--- config.mk ---
export PLATFORM = sky130hd
export DESIGN_NAME = fir_tap_loader_flat
export DESIGN_NICKNAME = d
export VERILOG_FILES = /design/src/rtl/fir_pkg.sv /design/src/rtl/fir_tap_loader_if.sv /design/src/rtl/fir_coef_ram.sv /design/src/rtl/fir_tap_loader.sv /design/src/flat_wrapper.sv
export SDC_FILE = /design/constraint.sdc
export NUM_CORES = 1
export LEC_CHECK = 0
export BUFFER_PORTS_ARGS = -buffer_cell sky130_fd_sc_hd__buf_2
export CAP_MARGIN = 30
export CORE_MARGIN = 4
export CORE_UTILIZATION = 49
export CTS_CLUSTER_DIAMETER = 100
export CTS_CLUSTER_SIZE = 12
export DETAILED_ROUTE_END_ITERATION = 8
export HOLD_SLACK_MARGIN = 0.12
export PLACE_DENSITY_LB_ADDON = 0.3
export SYNTH_ARGS = -nofsm -noshare
export SYNTH_HDL_FRONTEND = slang
export SYNTH_SLANG_ARGS = --single-unit
--- constraint.sdc ---
create_clock -name i_clk -period 4.39 [get_ports i_clk]
set_input_delay 0 -clock i_clk [delete_from_list [all_inputs] [get_ports i_clk]]
set_output_delay 0 -clock i_clk [all_outputs]
set_load 0.005 [all_outputs]
--- src/rtl/fir_pkg.sv ---
// fir_pkg: loader FSM states and the coefficient width shared with the FIR
package fir_pkg;
  localparam int COEF_W = 12;
  typedef enum logic [1:0] {IDLE, PRIME, STREAM, DONE} state_t;
endpackage

--- src/rtl/fir_tap_loader_if.sv ---
// fir_tap_loader_if: host coefficient port, load request and FIR tap-write port
interface fir_tap_loader_if import fir_pkg::*; #(
  parameter int NTAPS = 16,
  parameter int IW = COEF_W,
  parameter int AW = $clog2(NTAPS)
);
  logic i_coef_wr;
  logic i_coef_bank;
  logic [AW-1:0] i_coef_addr;
  logic [IW-1:0] i_coef_data;
  logic i_load;
  logic i_load_bank;
  logic o_tap_wr;
  logic [IW-1:0] o_tap;
  logic o_busy;
  logic o_done;
  logic o_active_bank;
  logic o_err;
  modport master (
    output i_coef_wr, i_coef_bank, i_coef_addr, i_coef_data, i_load, i_load_bank,
    input o_tap_wr, o_tap, o_busy, o_done, o_active_bank, o_err
  );
  modport slave (
    input i_coef_wr, i_coef_bank, i_coef_addr, i_coef_data, i_load, i_load_bank,
    output o_tap_wr, o_tap, o_busy, o_done, o_active_bank, o_err
  );
endinterface

--- src/rtl/fir_coef_ram.sv ---
// fir_coef_ram: two-bank coefficient store, one write port and one synchronous read port
module fir_coef_ram import fir_pkg::*; #(
  parameter int AW = 5,
  parameter int IW = COEF_W
) (
  input  logic clk,
  input  logic we,
  input  logic [AW-1:0] wa,
  input  logic [IW-1:0] wd,
  input  logic re,
  input  logic [AW-1:0] ra,
  output logic [IW-1:0] rd
);
  logic [IW-1:0] mem [2**AW];
  always_ff @(posedge clk) begin
    if (we) mem[wa] <= wd;
    if (re) rd <= mem[ra];
  end
endmodule

--- src/rtl/fir_tap_loader.sv ---
// fir_tap_loader: streams one ping-pong coefficient bank into the FIR tap port,
// last coefficient first, so h[k] lands in FIR tap k.
module fir_tap_loader import fir_pkg::*; #(
  parameter int NTAPS = 16,
  parameter int IW = COEF_W,
  parameter int AW = $clog2(NTAPS)
) (
  input logic i_clk,
  input logic i_reset,
  fir_tap_loader_if.slave bus
);
  state_t state;
  logic [AW-1:0] rd_addr;
  logic [IW-1:0] rd_data;
  logic bank, rd_last, load_q;
  logic rd_en, wr_err, wr_ok, load_err;
  assign rd_en = state == PRIME || state == STREAM;
  assign wr_err = bus.i_coef_wr && bus.o_busy && bus.i_coef_bank == bank;
  assign wr_ok = bus.i_coef_wr && !wr_err && int'(bus.i_coef_addr) < NTAPS;
  // only a fresh request is an error; a level held from IDLE just chains loads
  assign load_err = bus.i_load && !load_q && state != IDLE;
  fir_coef_ram #(.AW(AW + 1), .IW(IW)) u_ram (
    .clk(i_clk),
    .we(wr_ok),
    .wa({bus.i_coef_bank, bus.i_coef_addr}),
    .wd(bus.i_coef_data),
    .re(rd_en),
    .ra({bank, rd_addr}),
    .rd(rd_data)
  );
  always_ff @(posedge i_clk or posedge i_reset) begin
    if (i_reset) begin
      state <= IDLE;
      rd_addr <= '0;
      bank <= 1'b0;
      rd_last <= 1'b0;
      load_q <= 1'b0;
      bus.o_tap_wr <= 1'b0;
      bus.o_tap <= '0;
      bus.o_busy <= 1'b0;
      bus.o_done <= 1'b0;
      bus.o_active_bank <= 1'b0;
      bus.o_err <= 1'b0;
    end else begin
      load_q <= bus.i_load;
      bus.o_err <= load_err || wr_err;
      bus.o_done <= 1'b0;
      // rd_data holds h[0] on the cycle after address 0 was read
      rd_last <= rd_en && rd_addr == '0;
      case (state)
        IDLE: if (bus.i_load) begin
          state <= PRIME;
          bus.o_busy <= 1'b1;
          bank <= bus.i_load_bank;
          rd_addr <= AW'(NTAPS - 1);
        end
        PRIME: begin
          state <= STREAM;
          rd_addr <= rd_addr - AW'(1);
        end
        STREAM: begin
          bus.o_tap_wr <= 1'b1;
          bus.o_tap <= rd_data;
          if (rd_addr != '0) rd_addr <= rd_addr - AW'(1);
          if (rd_last) state <= DONE;
        end
        DONE: begin
          state <= IDLE;
          bus.o_tap_wr <= 1'b0;
          bus.o_done <= 1'b1;
          bus.o_busy <= 1'b0;
          bus.o_active_bank <= bank;
        end
        default: state <= IDLE;
      endcase
    end
  end
endmodule

--- src/flat_wrapper.sv ---
// flat-port wrapper written by rule: the top's interface ports become plain ports
module fir_tap_loader_flat import fir_pkg::*;
#(
  parameter int NTAPS = 16,
  parameter int IW = COEF_W,
  parameter int AW = $clog2(NTAPS)
)
  (i_clk, i_reset, bus_i_coef_wr, bus_i_coef_bank, bus_i_coef_addr, bus_i_coef_data, bus_i_load, bus_i_load_bank, bus_o_tap_wr, bus_o_tap, bus_o_busy, bus_o_done, bus_o_active_bank, bus_o_err);
  fir_tap_loader_if #(.NTAPS(NTAPS), .IW(IW), .AW(AW)) bus_i ();
  input logic i_clk;
  input logic i_reset;
  input wire logic [$bits(bus_i.i_coef_wr)-1:0] bus_i_coef_wr;
  input wire logic [$bits(bus_i.i_coef_bank)-1:0] bus_i_coef_bank;
  input wire logic [$bits(bus_i.i_coef_addr)-1:0] bus_i_coef_addr;
  input wire logic [$bits(bus_i.i_coef_data)-1:0] bus_i_coef_data;
  input wire logic [$bits(bus_i.i_load)-1:0] bus_i_load;
  input wire logic [$bits(bus_i.i_load_bank)-1:0] bus_i_load_bank;
  output wire logic [$bits(bus_i.o_tap_wr)-1:0] bus_o_tap_wr;
  output wire logic [$bits(bus_i.o_tap)-1:0] bus_o_tap;
  output wire logic [$bits(bus_i.o_busy)-1:0] bus_o_busy;
  output wire logic [$bits(bus_i.o_done)-1:0] bus_o_done;
  output wire logic [$bits(bus_i.o_active_bank)-1:0] bus_o_active_bank;
  output wire logic [$bits(bus_i.o_err)-1:0] bus_o_err;
  assign bus_i.i_coef_wr = bus_i_coef_wr;
  assign bus_i.i_coef_bank = bus_i_coef_bank;
  assign bus_i.i_coef_addr = bus_i_coef_addr;
  assign bus_i.i_coef_data = bus_i_coef_data;
  assign bus_i.i_load = bus_i_load;
  assign bus_i.i_load_bank = bus_i_load_bank;
  assign bus_o_tap_wr = bus_i.o_tap_wr;
  assign bus_o_tap = bus_i.o_tap;
  assign bus_o_busy = bus_i.o_busy;
  assign bus_o_done = bus_i.o_done;
  assign bus_o_active_bank = bus_i.o_active_bank;
  assign bus_o_err = bus_i.o_err;
  fir_tap_loader #(.NTAPS(NTAPS), .IW(IW), .AW(AW)) u_core (.i_clk(i_clk), .i_reset(i_reset), .bus(bus_i));
endmodule
==> impl_metrics.json, run 1 <==
{
  "status": "finished, final reports clean",
  "cts_root_buffer": "clkbuf_16",
  "ys_types": 33,
  "slew_viol_final": 0,
  "place_ws_ns": 1.366,
  "ir_drop_uv": 374.4,
  "wirelength_um": 37150,
  "post-cts-setup-buffer-count": 0,
  "synth.cell_area_um2": 16490,
  "cts_tree": "done",
  "htreeDepth": 2,
  "synthAdderAreaFrac_pct": 0.4554,
  "synth_xor_area_share_pct": 0.05313,
  "r2r_slack_ns": 1.33,
  "hold_viol": 0,
  "clockBufferDepth": 3,
  "rsz0062_at_grt": "false",
  "syn2layout_area_growth_pct": 11.96,
  "layout.cells.most_common": "edfxtp_1",
  "io_buffers": 38,
  "postSynthAreaPerCell_um2": 17.28,
  "skew_ns": 0.01679,
  "hp-class": "input port to flop",
  "synth_ff_type": "edfxtp_1",
  "synthCells": 954,
  "cpPeakStageDelay_ns": 1.00,
  "maxCapViolations": 0,
  "worst-setup-path-type": "flop to flop",
  "fin_setup_tns_ns": 0,
  "synth_mux_area_share_pct": 12.61,
  "ant_nets": 0,
  "worst-path-buf-inv": 0,
  "route.detailed.drc": 0,
  "drive_gt1_share_pct": 12.32,
  "min_period_over_period_pct": 69.69,
  "most-common-layout-cells": "edfxtp_1, mux2i_1, a22oi_1",
  "hold_path_end": "u_core.u_ram.mem[4][3]",
  "synth_compound_area_share_pct": 4.675,
  "grt_use_total_pct": 20.23,
  "worst_pin_slew_ns": 1.019,
  "cts_made_buffers": 41,
  "io_pins": 39,
  "grt_util_met3_pct": 2.849,
  "synth_top_family_by_area": "multiplexers",
  "slew_headroom_pct": 31.81,
  "required_ns": 4.54,
  "setup_ws_ns": 1.331,
  "met1_usage_pct": 29.65,
  "placed_cell_area_um2": 17130,
  "synth-seq-area-share_pct": 76.08,
  "worstHoldPathCells": 1,
  "end_kind": "flop",
  "final_nets": 1043,
  "initial_core_util_pct": 50.16,
  "die_w_um": 191.4,
  "grt_pass1_vias": 8497,
  "synth-seq-cells": 422,
  "leakage_nw": 6.956,
  "cts.repair.resized": 0,
  "startpoint": "u_core.bank",
  "vias": 8697,
  "setup_viol": 0,
  "worstHoldStart": "bus_i_coef_data[3]",
  "cts_sinks": 422,
  "cellPowerDensity_nw_per_um2": 551.0,
  "grt.busiest_layer": "met2",
  "r2r_cells": 4,
  "start_kind": "flop",
  "synth_fp_nets": 982,
  "ys_warn_count": 0,
  "cp_slowest_cell": "nor2_1",
  "min_period_ns": 3.059,
  "viasPerCell": 5.904,
  "rows": 66,
  "power.total_mw": 10.17,
  "synth-edff-count": 396,
  "met2_usage_pct": 32.28,
  "gp_congestion": 0.8438,
  "grt_antenna_before_repair": 0,
  "synthSimpleGateAreaFrac_pct": 4.402,
  "die_h_um": 191.4,
  "path_delay_family": "simple AND/OR/NAND/NOR gates",
  "cts_hold_buf": 12,
  "drtIter0Drc": 1017,
  "rr_startpoint": "u_core.bank",
  "worstPathArrival_ns": 3.21,
  "coreArea_um2": 32870,
  "insertion_delay_ns": 0.54,
  "fin_area_um2": 18460,
  "async_reset_ff_share_pct": 6.161,
  "drt_pass1_iterations": 5,
  "timing.fmax_mhz": 326.9,
  "wl_per_cell_um": 25.22,
  "dp_hpwl_um": 21960,
  "timing.rr.end": "u_core.u_ram.mem[31][9]",
  "gr-total-overflow": 0,
  "grt_pass1_wl_um": 54340,
  "num_antenna_cells": 0,
  "critical_path.max_fanout": 18,
  "grt_max_degree": 61,
  "clk_pin_slew_worst_paths_ns": 0.06,
  "path_cells": "xnor2_1 -> a21boi_2 -> nand3_1 -> nor2_1",
  "design.die.area_um2": 36640
}
## per-layer routing
metal / vias up / part of all wire, %
met4: 0 / 2.8
met2: 387 / 47
met5: - / 0
met3: 85 / 7.6
met1: 4347 / 43
li1: 3878 / -
## worst register-to-register path, stage by stage (launching register included)
cell,delay [ns]
dfrtp_1,0.67
xnor2_1,0.20
a21boi_2,0.24
nand3_1,0.56
nor2_1,1.01
## sequential cells by signal, indices dropped and copies added (netlist names), 2 cells and up
| signal | count |
|---|---|
| u_core.rd_addr | 4 |
| u_core.bus.o_tap | 12 |
| u_core.u_ram.mem | 384 |
| u_core.state | 2 |
| u_core.u_ram.rd | 12 |
## cell type report
type | count | area (um2)
clock buffers | 55 | 1079
clock inverters | 4 | 48.80
multi-input cells | 473 | 3684
well taps | 442 | 553.0
repair buffers | 71 | 525.5
inverters | 6 | 22.52
flip-flops and latches | 422 | 12550
fillers | 2581 | 14410
## per-stage QoR
stage	instances	hold slack (ns)	utilization (%)
6_report	1473	0.1193	56.16
5_1_grt	1473	0.1241	56.16
4_1_cts	1462	0.1208	55.91
2_1_floorplan	954	0.03143	-
3_5_place_dp	1391	-0.06196	52.11
3_3_place_gp	1390	0.1965	52.03
## power breakdown
part           internal [mW]  total (mW)  leakage [nW]  switching, mW
clock network           1.72        3.10         0.547           1.39
registers               4.68        4.86          3.88          0.181
logic                  0.832        2.21          2.53           1.38
## Yosys cell counts (2+ instances only)
| library cell | n | area share, % |
|---|---|---|
| edfxtp_1 | 396 | 72 |
| mux2i_1 | 192 | 12 |
| a22oi_1 | 72 | 3.3 |
| nor2_1 | 41 | 0.93 |
| nand3_1 | 38 | 1.2 |
| a21oi_1 | 29 | 0.88 |
| nand2_1 | 28 | 0.64 |
| buf_2 | 26 | 0.79 |
| dfrtp_1 | 26 | 3.9 |
| nand4_1 | 24 | 0.91 |
| clkbuf_1 | 17 | 0.39 |
| mux2_2 | 14 | 0.96 |
| buf_4 | 8 | 0.36 |
| ha_1 | 6 | 0.46 |
| inv_1 | 6 | 0.14 |
| nand3b_1 | 5 | 0.23 |
| nand2b_1 | 3 | 0.11 |
| nor2b_1 | 3 | 0.11 |
| a31oi_1 | 2 | 0.076 |
| and2_1 | 2 | 0.076 |
| buf_1 | 2 | 0.046 |
| o21ai_0 | 2 | 0.061 |
| or3b_2 | 2 | 0.11 |
## cell families (layout without fill, tap and decap cells)
kind of cell             count (synthesis)  in the layout
AND/OR/NAND/NOR                        149            149
adder cells (fa/ha/maj)                  6              6
XOR/XNOR                                 1              1
AO/OA/AOI/OAI                          111            111
multiplexers                           206            206
flip-flops                             422            422
buffers and inverters                   59            136
## how the worst max path moves through the flow
stage | endpoint | slack (ns) | depth (start not counted)
2_1_floorplan | u_core.u_ram.mem[0][0] | 2.14 | 6
3_3_place_gp | u_core.u_ram.mem[16][4] | 1.47 | 4
6_report | u_core.u_ram.mem[31][9] | 1.33 | 4
4_1_cts | u_core.u_ram.mem[16][0] | 1.33 | 4
5_1_grt | u_core.u_ram.mem[27][2] | 1.14 | 4
3_5_place_dp | u_core.u_ram.mem[16][8] | 1.37 | 4
Power figures use the tool's default switching activity.
==> run 2, diff against run 1 <==
clock period = 2.5 ns   (was 4.39 ns; I/O delays follow)
==> run 2 against run 1 <==
  * Maximum frequency is 37% higher
  * Utilization increased by 1.2 points
  * Worst hold slack better by 0.017 ns
  * First-iteration DRC count fell by 6.7%
  * Non-clock buffer count grew 44
  * Sequential share of layout area shrank 1.4 points
  * Register-to-register slack worse by 1.1 ns
  * Clock-buffer cell count rose by 2
  * Critical path type unchanged
  * Largest cell class unchanged
  * Largest power group unchanged
==> impl_metrics.json, run 2 (synthesis results as in run 1) <==
{
  "min_period_ns": 2.238,
  "viasPerCell": 5.817,
  "cts.repair.resized": 0,
  "ir_drop_uv": 695.5,
  "final_nets": 1087,
  "die_w_um": 191.4,
  "cts_sinks": 422,
  "wl_per_cell_um": 24.37,
  "setup_viol": 0,
  "most-common-layout-cells": "edfxtp_1, mux2i_1, a22oi_1",
  "htreeDepth": 2,
  "cpPeakStageDelay_ns": 0.54,
  "clockBufferDepth": 3,
  "die_h_um": 191.4,
  "vias": 8830,
  "drtIter0Drc": 949,
  "wirelength_um": 36990,
  "drive_gt1_share_pct": 15.52,
  "worst_pin_slew_ns": 0.8153,
  "path_delay_family": "simple AND/OR/NAND/NOR gates",
  "drt_pass1_iterations": 6,
  "min_period_over_period_pct": 89.53,
  "status": "finished, final reports clean",
  "fin_setup_tns_ns": 0,
  "gr-total-overflow": 0,
  "post-cts-setup-buffer-count": 0,
  "largest_register": "u_core.u_ram.mem",
  "start_kind": "flop",
  "ant_nets": 0,
  "layout.cells.most_common": "edfxtp_1",
  "hold_viol": 0,
  "gp_congestion": 0.8610,
  "grt_use_total_pct": 20.30,
  "coreArea_um2": 32870,
  "rows": 66,
  "hp-class": "input port to flop",
  "io_pins": 39,
  "end_kind": "flop",
  "initial_core_util_pct": 50.16,
  "fillers": 2534,
  "slew_headroom_pct": 45.65,
  "leakage_nw": 7.187,
  "io_buffers": 38,
  "top_regs": "u_core.u_ram.mem (384), u_core.bus.o_tap (12), u_core.u_ram.rd (12)",
  "fin_area_um2": 18840,
  "cellPowerDensity_nw_per_um2": 964.2,
  "timing.fmax_mhz": 446.8,
  "num_antenna_cells": 0,
  "cts_root_buffer": "clkbuf_16",
  "grt_max_degree": 49,
  "cp_slowest_cell": "nand3_1",
  "design.die.area_um2": 36640,
  "cts_made_buffers": 41,
  "largest_reg_flops": 384,
  "required_ns": 2.72,
  "placed_cell_area_um2": 17530,
  "grt_pass1_wl_um": 54950,
  "slew_viol_final": 0,
  "dp_hpwl_um": 22930,
  "route.detailed.drc": 0,
  "grt_pass1_vias": 8769,
  "worst-path-buf-inv": 1,
  "critical_path.max_fanout": 12,
  "grt_antenna_before_repair": 0,
  "cts_hold_buf": 16,
  "clk_pin_slew_worst_paths_ns": 0.06,
  "syn2layout_area_growth_pct": 14.30,
  "insertion_delay_ns": 0.53,
  "skew_ns": 0.01665,
  "path_cells": "xnor2_1 -> a21boi_2 -> nand3_1 -> nor2_1 -> buf_4",
  "cts_tree": "done",
  "worstPathArrival_ns": 2.46,
  "maxCapViolations": 0,
  "worst-setup-path-type": "flop to flop",
  "rsz0062_at_grt": "false"
}
## run 2: worst paths after layout
kind                                     from                      end  slack [ns]  cells after the start
min in group asynchronous             i_reset      u_core.bus.o_tap[5]        0.16                      3
setup reg to reg                  u_core.bank  u_core.u_ram.mem[15][2]        0.26                      5
hold / removal             bus_i_coef_data[9]   u_core.u_ram.mem[3][9]        0.14                      1
max in group asynchronous             i_reset          u_core.state[1]        1.74                      4
hold reg to reg            u_core.u_ram.rd[0]      u_core.bus.o_tap[0]        0.48                      1
setup / recovery                  u_core.bank  u_core.u_ram.mem[15][2]        0.26                      5
## run 2: metrics by stage
step | util [%] | instances | hold WS (ns) | worst slack (ns) | power, mW
2_1_floorplan | - | 954 | 0.03143 | 0.2509 | 11.17
3_3_place_gp | 53.33 | 1442 | 0.1810 | 0.4254 | 12.70
3_5_place_dp | 53.33 | 1442 | 0.1703 | 0.3327 | 12.75
4_1_cts | 57.33 | 1518 | 0.1360 | 0.2865 | 18.24
5_1_grt | 57.33 | 1518 | 0.1529 | 0.2050 | 18.90
6_report | 57.33 | 1518 | 0.1360 | 0.2618 | 18.17
## run 2: area by class of cell
cell class | instances | area (um2) | area share (%)
Sequential cell | 422 | 12550 | 66.58
Multi-Input combinational cell | 473 | 3684 | 19.55
Tap cell | 442 | 553.0 | 2.935
Inverter | 6 | 22.52 | 0.1195
Clock buffer | 57 | 1107 | 5.876
Clock inverter | 3 | 47.55 | 0.2523
Timing Repair Buffer | 115 | 883.3 | 4.688
## run 2: power breakdown
| group | internal [mW] | total, mW | switching, mW |
|---|---|---|---|
| Sequential | 8.22 | 8.44 | 0.221 |
| Clock | 3.08 | 5.52 | 2.44 |
| Combinational | 1.66 | 4.21 | 2.55 |
## run 2: routing by layer
| layer | global-route usage [%] | part of all wire [%] |
|---|---|---|
| met1 | 30.36 | 44 |
| met2 | 31.53 | 46 |
| met3 | 2.849 | 6.5 |
| met4 | 5.829 | 2.8 |
| met5 | 0 | 0 |
==> run 3, diff against run 2 <==
CORE_UTILIZATION = 35   (was 49)
CTS_CLUSTER_DIAMETER = default   (was 100)
==> run 3 against run 2 <==
  * Global-route usage shrank 5.0 points
  * Final cell count grew 13%
  * Setup slack lost 0.017 ns
  * Utilization shrank 16 points
  * Sequential share of layout area shrank 1.8 points
  * Wire length grew 5.9%
  * Final area grew 2.7%
  * Via count shrank 0.37%
  * Sequential power grew 2%
  * Critical path type unchanged
  * Largest cell class unchanged
==> impl_metrics.json, run 3 (synthesis results as in run 1) <==
{
  "worstPathArrival_ns": 2.48,
  "route.detailed.drc": 0,
  "finish.utilization_pct": 41.57,
  "viasPerCell": 5.141,
  "path_cells": "xnor2_1 -> a21boi_2 -> or3b_1 -> nor2_1 -> buf_4",
  "timing.fmax_mhz": 443.3,
  "layout.cells.most_common": "edfxtp_1",
  "min_period_over_period_pct": 90.23,
  "clk_pin_slew_worst_paths_ns": 0.06,
  "vias": 8797,
  "cpPeakStageDelay_ns": 0.64,
  "placed_cell_area_um2": 17850,
  "io_pins": 39,
  "drt_pass1_iterations": 5,
  "place_ws_ns": 0.3171,
  "swShare_pct": 28.59,
  "grt_pass1_wl_um": 57640,
  "most-common-layout-cells": "edfxtp_1, mux2i_1, a22oi_1",
  "worst_pin_slew_ns": 0.9513,
  "leakage_nw": 7.334,
  "cts_root_buffer": "clkbuf_16",
  "skew_ns": 0.02012,
  "largest_reg_flops": 384,
  "io_buffers": 38,
  "internal_power_mw": 13.44,
  "worst-path-buf-inv": 1,
  "slew_viol_final": 0,
  "dp_hpwl_um": 24710,
  "cts_sinks": 422,
  "hp-class": "input port to flop",
  "htreeDepth": 2,
  "start_kind": "flop",
  "required_ns": 2.73,
  "power.total_mw": 18.81,
  "largest_register": "u_core.u_ram.mem",
  "multiInputGateArea_um2": 3684,
  "cts_tree": "done",
  "grt_antenna_before_repair": 5,
  "regArea_um2": 12550,
  "insertion_delay_ns": 0.54,
  "path_delay_family": "simple AND/OR/NAND/NOR gates",
  "gr-total-overflow": 0,
  "stdcell_count": 1711,
  "top_regs": "u_core.u_ram.mem (384), u_core.bus.o_tap (12), u_core.u_ram.rd (12)",
  "min_period_ns": 2.256,
  "clkPwrFrac_pct": 31.7,
  "die_w_um": 225.0,
  "fin_area_um2": 19350,
  "grt_use_total_pct": 15.28,
  "fin_setup_tns_ns": 0,
  "die_h_um": 225.0,
  "fillers": 4144,
  "final_nets": 1103,
  "slew_headroom_pct": 36.35,
  "rows": 79,
  "critical_path.max_fanout": 12,
  "wl_per_cell_um": 22.89,
  "status": "finished, final reports clean",
  "syn2layout_area_growth_pct": 17.40,
  "combinationalPowerShare_pct": 22.7,
  "holdWs_ns": 0.1804,
  "ir_drop_uv": 566.8,
  "end_kind": "flop",
  "switching_power_mw": 5.378,
  "drive_gt1_share_pct": 16.12,
  "setup_viol": 0,
  "cts_made_buffers": 44,
  "grt_max_degree": 50,
  "rsz0062_at_grt": "false",
  "post-cts-setup-buffer-count": 0,
  "grt_pass1_vias": 8857,
  "drtIter0Drc": 702,
  "coreArea_um2": 46560,
  "initial_core_util_pct": 35.41,
  "maxCapViolations": 0,
  "ant_nets": 0,
  "seqPwrFrac_pct": 45.5,
  "wirelength_um": 39170,
  "cellPowerDensity_nw_per_um2": 972.1,
  "num_antenna_cells": 0,
  "cp_slowest_cell": "or3b_1",
  "place_inst": 1615,
  "clockBufferDepth": 3,
  "worst-setup-path-type": "flop to flop",
  "gp_congestion": 0.7837,
  "hold_viol": 0,
  "setup_ws_ns": 0.2443,
  "design.die.area_um2": 50640
}
==> run 3: changes by cell type in the layout (fill, tap and decap cells not counted), moves of 2 or more <==
cell,previous run,this run
clkinv_1,0,11
bufinv_16,0,2
buf_12,6,9
clkbuf_16,42,45
dlygate4sd3_1,16,21
buf_4,55,59
==> run 3: worst paths after layout <==
kind	startpoint	endpoint	slack, ns	cells after the start
worst max-delay path	u_core.bank	u_core.u_ram.mem[12][2]	0.24	5
worst min-delay path	bus_i_coef_addr[0]	u_core.u_ram.mem[29][6]	0.18	4
worst max register to register	u_core.bank	u_core.u_ram.mem[12][2]	0.24	5
worst min register to register	u_core.u_ram.rd[4]	u_core.bus.o_tap[4]	0.48	1
max in group asynchronous	i_reset	u_core.rd_addr[1]	1.64	5
min in group asynchronous	i_reset	u_core.bus.o_tap[1]	0.46	4
==> run 3: timing repair <==
action | in CTS | in global routing
hold buffers | 21 | 0
resized for setup | 0 | 0
endpoints found under the hold margin | 391 | 0
==> run 3: tightest hold or removal path: stages <==
cell and delay [ns]:
buf_2 0.15, nand3b_1 0.09, buf_4 0.18, nor2_1 0.11
==> run 3: final cells by class <==
| class | instances | share of cell area (%) |
|---|---|---|
| tap | 607 | 3.924 |
| sequential | 422 | 64.82 |
| multi-input combinational | 473 | 19.03 |
| inverter | 6 | 0.1164 |
| timing repair buffer | 128 | 5.430 |
| clock inverter | 14 | 0.5495 |
| clock buffer | 61 | 6.128 |
==> run 3: layer usage <==
layer / routed length [um] / track usage, %
met1: 17810 / 22.32
met2: 17030 / 22.52
met3: 3203 / 4.038
met4: 1115 / 4.664
met5: 15 / 0
==> run 3: power groups by stage <==
stage	registers (mW)	clock network [mW]	logic (mW)
after floorplan	8.49	0	2.68
after global placement	8.71	0	4.23
after detailed placement	8.71	0	4.25
after CTS	8.57	6.12	4.30
after global routing	8.61	6.43	4.59
final	8.57	5.97	4.28
